===== config.mk =====
export PLATFORM = sky130hd
export DESIGN_NAME = apb_gpio_param
export DESIGN_NICKNAME = d
export VERILOG_FILES = /design/src/rtl/gpio_pkg.sv /design/src/rtl/gpio_in_cond.sv /design/src/rtl/apb_gpio_param.sv
export SDC_FILE = /design/constraint.sdc
export NUM_CORES = 1
export LEC_CHECK = 0
export CORE_MARGIN = 2
export CORE_UTILIZATION = 56
export CTS_CLUSTER_SIZE = 30
export DETAILED_ROUTE_END_ITERATION = 8
export PLACE_DENSITY = 0.81
export SLEW_MARGIN = 20
export SYNTH_ARGS = -nofsm -noshare
export SYNTH_HDL_FRONTEND = slang
export SYNTH_SLANG_ARGS = --single-unit

===== constraint.sdc =====
create_clock -name PCLK -period 2.36 [get_ports PCLK]
set_input_delay 0.472 -clock PCLK [delete_from_list [all_inputs] [get_ports PCLK]]
set_output_delay 0.472 -clock PCLK [all_outputs]
set_load 0.01 [all_outputs]

===== src/rtl/gpio_pkg.sv =====
// gpio_pkg: shared register map, ID constant, reset values and APB byte-lane helper for apb_gpio_param
// Contents:
//   gpio_reg_e  - register index decoded from PADDR[3:0]
//   ID_MAGIC/ID_REV, id_word() - identification register contents
//   REG_RST/DEB_RST - reset values (DEB resets to 1, everything else to 0)
//   lane_merge() - merges write data into an old value under PSTRB byte enables
package gpio_pkg;

    typedef enum logic [3:0] {
        IDX_ID     = 4'd0,
        IDX_DIR    = 4'd1,
        IDX_IN     = 4'd2,
        IDX_OUT    = 4'd3,
        IDX_SET    = 4'd4,
        IDX_CLR    = 4'd5,
        IDX_MODE   = 4'd6,
        IDX_IE     = 4'd7,
        IDX_POL    = 4'd8,
        IDX_TYPE   = 4'd9,
        IDX_STATUS = 4'd10,
        IDX_DEB    = 4'd11
    } gpio_reg_e;

    localparam logic [15:0] ID_MAGIC = 16'h6770;
    localparam logic [7:0]  ID_REV   = 8'h02;
    localparam logic [31:0] REG_RST  = 32'h0;
    localparam logic [31:0] DEB_RST  = 32'h1;

    function automatic logic [31:0] id_word(input int npins);
        logic [31:0] n;
        n = npins;
        return {ID_MAGIC, n[7:0], ID_REV};
    endfunction

    function automatic logic [31:0] lane_merge(input logic [31:0] old, input logic [31:0] wd, input logic [3:0] strb);
        logic [31:0] m;
        for (int b = 0; b < 4; b++) m[8*b +: 8] = {8{strb[b]}};
        return (old & ~m) | (wd & m);
    endfunction

endpackage


===== src/rtl/gpio_in_cond.sv =====
// gpio_in_cond: input conditioning per pin - synchroniser, optional debounce, edge/level event detect
// Ports:
//   clk, rst_n    - clock, asynchronous active-low reset
//   pin           - raw pad level
//   pol, typ      - event polarity (1 = rising/high) and type (1 = edge, 0 = level)
//   w1c           - write-one-to-clear mask for sticky edge status
//   deb           - debounce period (used only when GPIO_DEBOUNCE_EN is defined)
//   level         - conditioned pin level (the IN register)
//   status        - event status (the STATUS register)
// Build option: GPIO_DEBOUNCE_EN adds the prescaler and three-sample debounce filter.
module gpio_in_cond #(
    parameter int NPINS       = 32,
    parameter int SYNC_STAGES = 2,
    parameter int DEB_W       = 16
) (
    input  logic             clk,
    input  logic             rst_n,
    input  logic [NPINS-1:0] pin,
    input  logic [NPINS-1:0] pol,
    input  logic [NPINS-1:0] typ,
    input  logic [NPINS-1:0] w1c,
    input  logic [DEB_W-1:0] deb,
    output logic [NPINS-1:0] level,
    output logic [NPINS-1:0] status
);

    logic [SYNC_STAGES-1:0][NPINS-1:0] sync;
    logic [NPINS-1:0] prev, hit, match;

    // A matching edge seen this cycle beats a simultaneous W1C.
    assign hit   = (pol & level & ~prev) | (~pol & ~level & prev);
    assign match = ~(level ^ pol);

    always_ff @(posedge clk or negedge rst_n) begin
        if (!rst_n) begin
            sync   <= '0;
            prev   <= '0;
            status <= '0;
        end else begin
            sync   <= {sync[SYNC_STAGES-2:0], pin};
            prev   <= level;
            status <= (typ & (hit | (status & ~w1c))) | (~typ & match);
        end
    end

`ifdef GPIO_DEBOUNCE_EN
    logic [DEB_W-1:0] cnt, lim;
    logic             tick;
    logic [NPINS-1:0] s0, s1, s2, deb_q, agree;

    // A period of 0 behaves as 1; tick fires once every lim+1 cycles.
    assign lim   = (deb == '0) ? DEB_W'(1) : deb;
    assign tick  = cnt == lim;
    assign agree = ~(s0 ^ s1) & ~(s1 ^ s2);
    assign level = deb_q;

    always_ff @(posedge clk or negedge rst_n) begin
        if (!rst_n) begin
            cnt   <= '0;
            s0    <= '0;
            s1    <= '0;
            s2    <= '0;
            deb_q <= '0;
        end else begin
            cnt   <= tick ? '0 : cnt + DEB_W'(1);
            s0    <= tick ? sync[SYNC_STAGES-1] : s0;
            s1    <= tick ? s0 : s1;
            s2    <= tick ? s1 : s2;
            deb_q <= (agree & s0) | (~agree & deb_q);
        end
    end
`else
    logic unused_deb;
    assign unused_deb = ^deb;
    assign level      = sync[SYNC_STAGES-1];
`endif

endmodule


===== src/rtl/apb_gpio_param.sv =====
// apb_gpio_param: APB-controlled GPIO block with push-pull/open-drain pins and per-pin interrupts
// Ports:
//   PCLK, PRESETn                       - clock, asynchronous active-low reset
//   PSELx..PWDATA, PRDATA/PREADY/PSLVERR - zero-wait-state APB slave, index = PADDR[3:0]
//   gpio_i / gpio_o / gpio_oe           - raw pin level, drive value, drive enable
//   irq                                 - registered level interrupt, |(STATUS & IE)
// Build option: GPIO_DEBOUNCE_EN enables the DEB register and input debounce.
module apb_gpio_param
    import gpio_pkg::*;
#(
    parameter int NPINS       = 32,
    parameter int SYNC_STAGES = 2,
    parameter int DEB_W       = 16
) (
    input  logic             PCLK,
    input  logic             PRESETn,
    input  logic             PSELx,
    input  logic             PENABLE,
    input  logic             PWRITE,
    input  logic [3:0]       PSTRB,
    input  logic [31:0]      PADDR,
    input  logic [31:0]      PWDATA,
    output logic [31:0]      PRDATA,
    output logic             PREADY,
    output logic             PSLVERR,
    input  logic [NPINS-1:0] gpio_i,
    output logic [NPINS-1:0] gpio_o,
    output logic [NPINS-1:0] gpio_oe,
    output logic             irq
);

    logic [3:0]       idx;
    logic             access, bad, wr;
    logic [31:0]      rdata, deb_rd;
    logic [NPINS-1:0] dir, out, mode, ie, pol, typ, level, status, wmask, w1c;
    logic [DEB_W-1:0] deb;
    logic             unused_addr;

    assign unused_addr = ^PADDR[31:4];
    assign idx         = PADDR[3:0];
    assign access      = PSELx & PENABLE;
    // Indices 12..15 and writes to read-only registers are errors and change nothing.
    assign bad         = (idx[3:2] == 2'b11) | (PWRITE & (idx == IDX_ID | idx == IDX_IN));
    assign wr          = access & PWRITE & ~bad;
    assign PREADY      = access;
    assign PSLVERR     = access & bad;
    assign PRDATA      = (access & ~PWRITE) ? rdata : '0;
    assign wmask       = NPINS'(lane_merge(32'h0, PWDATA, PSTRB));
    assign w1c         = (wr && idx == IDX_STATUS) ? wmask : '0;
    assign gpio_o      = out & ~mode;
    assign gpio_oe     = dir & ~(mode & out);

    function automatic logic [NPINS-1:0] upd(input logic [NPINS-1:0] old);
        return NPINS'(lane_merge(32'(old), PWDATA, PSTRB));
    endfunction

    always_ff @(posedge PCLK or negedge PRESETn) begin
        if (!PRESETn) begin
            dir  <= NPINS'(REG_RST);
            out  <= NPINS'(REG_RST);
            mode <= NPINS'(REG_RST);
            ie   <= NPINS'(REG_RST);
            pol  <= NPINS'(REG_RST);
            typ  <= NPINS'(REG_RST);
            irq  <= 1'b0;
        end else begin
            irq <= |(status & ie);
            if (wr) begin
                case (idx)
                    IDX_DIR:  dir  <= upd(dir);
                    IDX_OUT:  out  <= upd(out);
                    IDX_SET:  out  <= out | wmask;
                    IDX_CLR:  out  <= out & ~wmask;
                    IDX_MODE: mode <= upd(mode);
                    IDX_IE:   ie   <= upd(ie);
                    IDX_POL:  pol  <= upd(pol);
                    IDX_TYPE: typ  <= upd(typ);
                    default:  ;
                endcase
            end
        end
    end

`ifdef GPIO_DEBOUNCE_EN
    always_ff @(posedge PCLK or negedge PRESETn) begin
        if (!PRESETn) deb <= DEB_W'(DEB_RST);
        else if (wr && idx == IDX_DEB) deb <= DEB_W'(lane_merge(32'(deb), PWDATA, PSTRB));
    end
    assign deb_rd = 32'(deb);
`else
    assign deb    = '0;
    assign deb_rd = '0;
`endif

    always_comb begin
        rdata = '0;
        case (idx)
            IDX_ID:     rdata = id_word(NPINS);
            IDX_DIR:    rdata = 32'(dir);
            IDX_IN:     rdata = 32'(level);
            IDX_OUT:    rdata = 32'(out);
            IDX_MODE:   rdata = 32'(mode);
            IDX_IE:     rdata = 32'(ie);
            IDX_POL:    rdata = 32'(pol);
            IDX_TYPE:   rdata = 32'(typ);
            IDX_STATUS: rdata = 32'(status);
            IDX_DEB:    rdata = deb_rd;
            default:    rdata = '0;
        endcase
    end

    gpio_in_cond #(
        .NPINS(NPINS),
        .SYNC_STAGES(SYNC_STAGES),
        .DEB_W(DEB_W)
    ) u_cond (
        .clk(PCLK),
        .rst_n(PRESETn),
        .pin(gpio_i),
        .pol(pol),
        .typ(typ),
        .w1c(w1c),
        .deb(deb),
        .level(level),
        .status(status)
    );

endmodule

=== After elaboration in Yosys (flattened, before gate mapping) ===
Index checks and enable logic that the tools add are counted.

* Word-level logic and storage cells: 86
* Register bits: 321
* Input bits: 105
* Output and inout port bits: 99

* Reductions and logical operators: 10
* Bitwise logic cells: 50
* Multiplexer cells: 4
* Equal/unequal tests: 11

{| class="wikitable"
|+ Operator list
! operator !! number
|-
| 32-bit bitwise AND || 19
|-
| 32-bit inverter || 10
|-
| 32-bit bitwise OR || 10
|-
| 32-bit one-hot mux with 9 select lines || 1
|-
| 32-bit one-hot mux with 3 select lines || 1
|-
| 32-bit 2-to-1 mux || 2
|-
| 32-bit OR reduction || 1
|-
| 32-bit XOR || 1
|-
| 4-bit by 3-bit equality test with 1-bit output (second input constant) || 4
|-
| 4-bit equality test (second input constant) || 3
|-
| 2-bit AND reduction || 6
|-
| 4-bit by 2-bit equality test with 1-bit output (second input constant) || 2
|-
| 1-bit bitwise AND || 6
|-
| 4-bit by 1-bit equality test with 1-bit output (second input constant) || 1
|-
| 4-bit logical NOT || 1
|-
| 3-bit nonzero test || 1
|-
| 2-bit equality test (second input constant) || 1
|-
| 1-bit inverter || 2
|-
| 1-bit bitwise OR || 2
|-
| 1-bit logical AND || 1
|}

=== Logic depth before layout (Yosys ltp) ===
* Word-level depth: 13
* Mapped depth: 8
* Gate-level depth less buffers: 5

=== Modules after synthesis ===
Synthesis repeated with hierarchy kept, for this count alone.

* Cell total of the unflattened synthesis: 1325
* Area total of the unflattened synthesis: 15785.1 sq um

{| class="wikitable"
|+ By module, submodules not included
! module !! sequential area each (sq um) !! times used !! cells each !! area each (sq um)
|-
| apb_gpio_param || 4829.6 || 1 || 909 || 10380.0
|-
| gpio_in_cond || 3203.1 || 1 || 416 || 5405.2
|}

=== Least setup slack after synthesis ===
No wires, ideal clock.

* Path type: input port to output port
* From: input port PADDR[1]
* To: output port PRDATA[0]
* Setup slack: 0.034 ns
* Required time: 1.888 ns
* Cell stages on the path: 7
* Path buffers: 4
* Data arrival time: 1.854 ns
* Cell sequence: buf_6 > nor4bb_1 > buf_2 > buf_2 > clkbuf_1 > a22oi_1 > a31oi_1

* Cells in the longest elaborated chain, start to end: 3
* Elaborated cells between the ends (all ways): 11
* Classes of those cells: eq/ne: 8; mux: 2; reduce/logical: 1

{| class="wikitable"
|+ Ends and longest elaborated chain
! element !! RTL line !! source
|-
| start: declaration || apb_gpio_param.sv:21 || <nowiki>input logic [31:0] PADDR,</nowiki>
|-
| 4-bit equality test (tied with other cells) || apb_gpio_param.sv:97 || <nowiki>case (idx)</nowiki>
|-
| 32-bit one-hot mux with 9 select lines (*) || apb_gpio_param.sv:97 ||
|-
| 32-bit 2-to-1 mux (*) || apb_gpio_param.sv:47 || <nowiki>assign PRDATA = (access & ~PWRITE) ? rdata : '0;</nowiki>
|-
| end: declaration || apb_gpio_param.sv:23 || <nowiki>output logic [31:0] PRDATA,</nowiki>
|}

Every way passes the cells marked *; elsewhere a longest branch is shown, timed or not.

=== Final worst setup path ===
* From: input port PADDR[0]
* To: output port PRDATA[26]

The elaborated chain is that of the path after synthesis.

==> results_dict.tcl <==
set metrics [dict create \
    whs_path_depth 0 \
    ir_drop_mv 0.486 \
    layout_commonest_cell "dfrtp_1" \
    drt-initial-drc-count 2000 \
    fmax_mhz 355 \
    power_mw 13.9 \
    crit_fanout 12 \
    power.density_mw_per_mm2 657 \
    slew_violations 0 \
    required_ps 1890 \
    rsz0062_at_grt "true" \
    endpoint_kind "output port" \
    setup_ws_ps -454 \
    fin_area_mm2 0.0212 \
    finalHoldViolations 0 \
    crit_chain "buf_12, buf_16, buf_4, nor2b_1, and2_1, buf_6, a222oi_1, a31oi_1, buf_2" \
    grt_pass1_vias 14000 \
    fin_crit_sh 1.19 \
    maxCapViolCount 0 \
    min_to "u_cond.level[20]" \
    critical_path_class "in2out" \
    synth_flop_cell "dfrtp_1" \
    min-delay-start "u_cond.sync[20]" \
    initial_utilization 0.569 \
    routabilityCongestion 0.910 \
    hpwlAfterDp_um 31700 \
    setup_violations 32 \
    synth_area_mm2 0.0153 \
    r2r-end "irq" \
    power_leakage_nw 9.34 \
    tritoncts "done" \
    area_growth_pct 38.4 \
    die_w_um 169 \
    ys_types 54 \
    grt_max_degree 70 \
    synth_edf_count 0 \
    reg2regPathDepth 3 \
    relSlewSlack 0.574 \
    failed_checks "negative setup slack" \
    cts.sinks 321 \
    antenna_found_initial 3 \
    min_period_ps 2810 \
    viasPerCell 6.99 \
    yosysWarnings 0 \
    synthArstFlopShare 1.00 \
    placed_area_mm2 0.0186 \
    timing.rr.start "u_cond.status[28]" \
    start_kind "input pin" \
    outcome "finished, violations left" \
    cts_inserted_buffers 36 \
    finalNetCount 1767 \
    ant_nets 0 \
    tightest_slew_ps 639 \
    layout_common_cells "dfrtp_1 (321), mux2_2 (149), clkdlybuf4s50_1 (134)" \
    gr-total-overflow 0 \
    routed_wirelength_um 55800 \
    clkTransAtPathRegs_ps 60 \
    core_region_area_mm2 0.0269 \
    clkLatencyLatePin_ps 520 \
    clockBufferDepth 3 \
    slowest_stage "a222oi_1" \
    syn_nets 1429 \
    ff2ff_setup_slack_ps 560 \
    die_h_um 169 \
    grt_pass1_wl_um 81100 \
    rows 60 \
    cts_root_buffer "clkbuf_16" \
    htree_levels 2 \
    ys_ff_latch 321 \
    fin_skew_ps 10.8 \
    vias 13700 \
    finalSetupTns_ps -10520 \
    grt_use_total 0.372 \
    wl_per_cell_um 28.4 \
    io_buffer_count 175 \
    syn_avg_cell_area_um2 12.1 \
    first_pass_iters 8 \
    slowest_delay_ps 590 \
    layout-drive-gt1-share 0.335 \
    syn_inst 1260 \
    fin_hold_ws_ps 342 \
    hold_path_class "reg2reg" \
    drcViolationCount 0 \
    die_area_mm2 0.0287 \
    io_pins 204 \
    arrival_ps 2340 \
    fin_util 0.788 \
    yosysSeqAreaShare 0.525 \
]
==> through the flow <==
stage / setup WS, ps / instances
finish: -454 / 1962
global route: -480 / 1961
CTS: -166 / 1943
detailed placement: -993 / 1830
global placement: -916 / 1830
floorplan: 34.3 / 1260
==> power breakdown <==
part	leakage, nW	internal (mW)	switching (mW)
Sequential	4.13	5.92	0.521
Combinational	4.64	0.941	0.909
Clock	0.566	3.33	2.28
==> layout make-up <==
type	count	area, um2
Antenna cell	2	5.00
Timing Repair Buffer	363	4050
Fill cell	1417	5700
Multi-Input combinational cell	809	7250
Tap cell	341	427
Inverter	67	254
Sequential cell	321	8030
Clock inverter	7	91.3
Clock buffer	52	1060
==> per-layer routing <==
layer	routed length, um	part of all wire	global-route usage	vias to the layer above
li1	-	-	-	5403
met1	19900	0.36	0.478	6719
met2	24800	0.45	0.572	1224
met3	6990	0.13	0.0975	375
met4	4090	0.073	0.216	2
met5	7	0.00013	0	-
==> repair_timing <==
action                                  4_1_cts  5_1_grt
hold buffers                                  1        0
pin swaps                                    59       40
hold endpoints to repair                     57        0
setup buffers                                46       21
resized for setup                           280       50
gates cloned                                 11        1
endpoints found under the setup margin       35       35
==> worst max-delay path by stage <==
stage / start / end / slack [ps] / cells past startpoint
floorplan: PADDR[1] / PRDATA[0] / 30 / 7
global placement: PADDR[1] / PRDATA[2] / -920 / 8
detailed placement: PADDR[1] / PRDATA[6] / -990 / 8
CTS: PADDR[0] / PRDATA[9] / -170 / 10
global route: PADDR[0] / PRDATA[4] / -480 / 10
finish: PADDR[0] / PRDATA[26] / -450 / 9
==> worst max-delay path, delay by kind of cell <==
family          cells  cell delay [ps]
compound gates      2              830
buf+inv             5              750
simple gates        2              280
==> synthesized netlist by cell type, drive strengths merged (3+ instances only) <==
master  number  share of area
a22oi       66          0.032
nand3       11         0.0044
nor2        22          0.015
ha          64          0.052
o211ai      96          0.047
a31oi       30          0.012
a21boi      33          0.017
a211o        4         0.0023
a221oi      30          0.017
buf         26          0.011
a222oi       6         0.0039
inv         67          0.016
a22o        32          0.018
clkbuf      37         0.0091
dfrtp      321           0.53
a21oi        7         0.0023
nand2       37         0.0091
nor4bb       3         0.0020
nand2b      32          0.013
or3          4         0.0016
mux2       160           0.12
nand4       11         0.0084
o21ai      101          0.033
nor2b       37          0.015
and3         3         0.0012
==> logic make-up (layout without fill, tap and decap cells) <==
group,after synthesis,after routing,share of synthesized area
AND/OR/NAND/NOR,174,174,0.0771
buffers and inverters,130,489,0.0363
multiplexers,162,162,0.121
AO/OA/AOI/OAI,409,409,0.188
other,0,2,0
adder cells (fa/ha/maj),64,64,0.0524
flip-flops,321,321,0.525
Power figures use the tool's default switching activity.
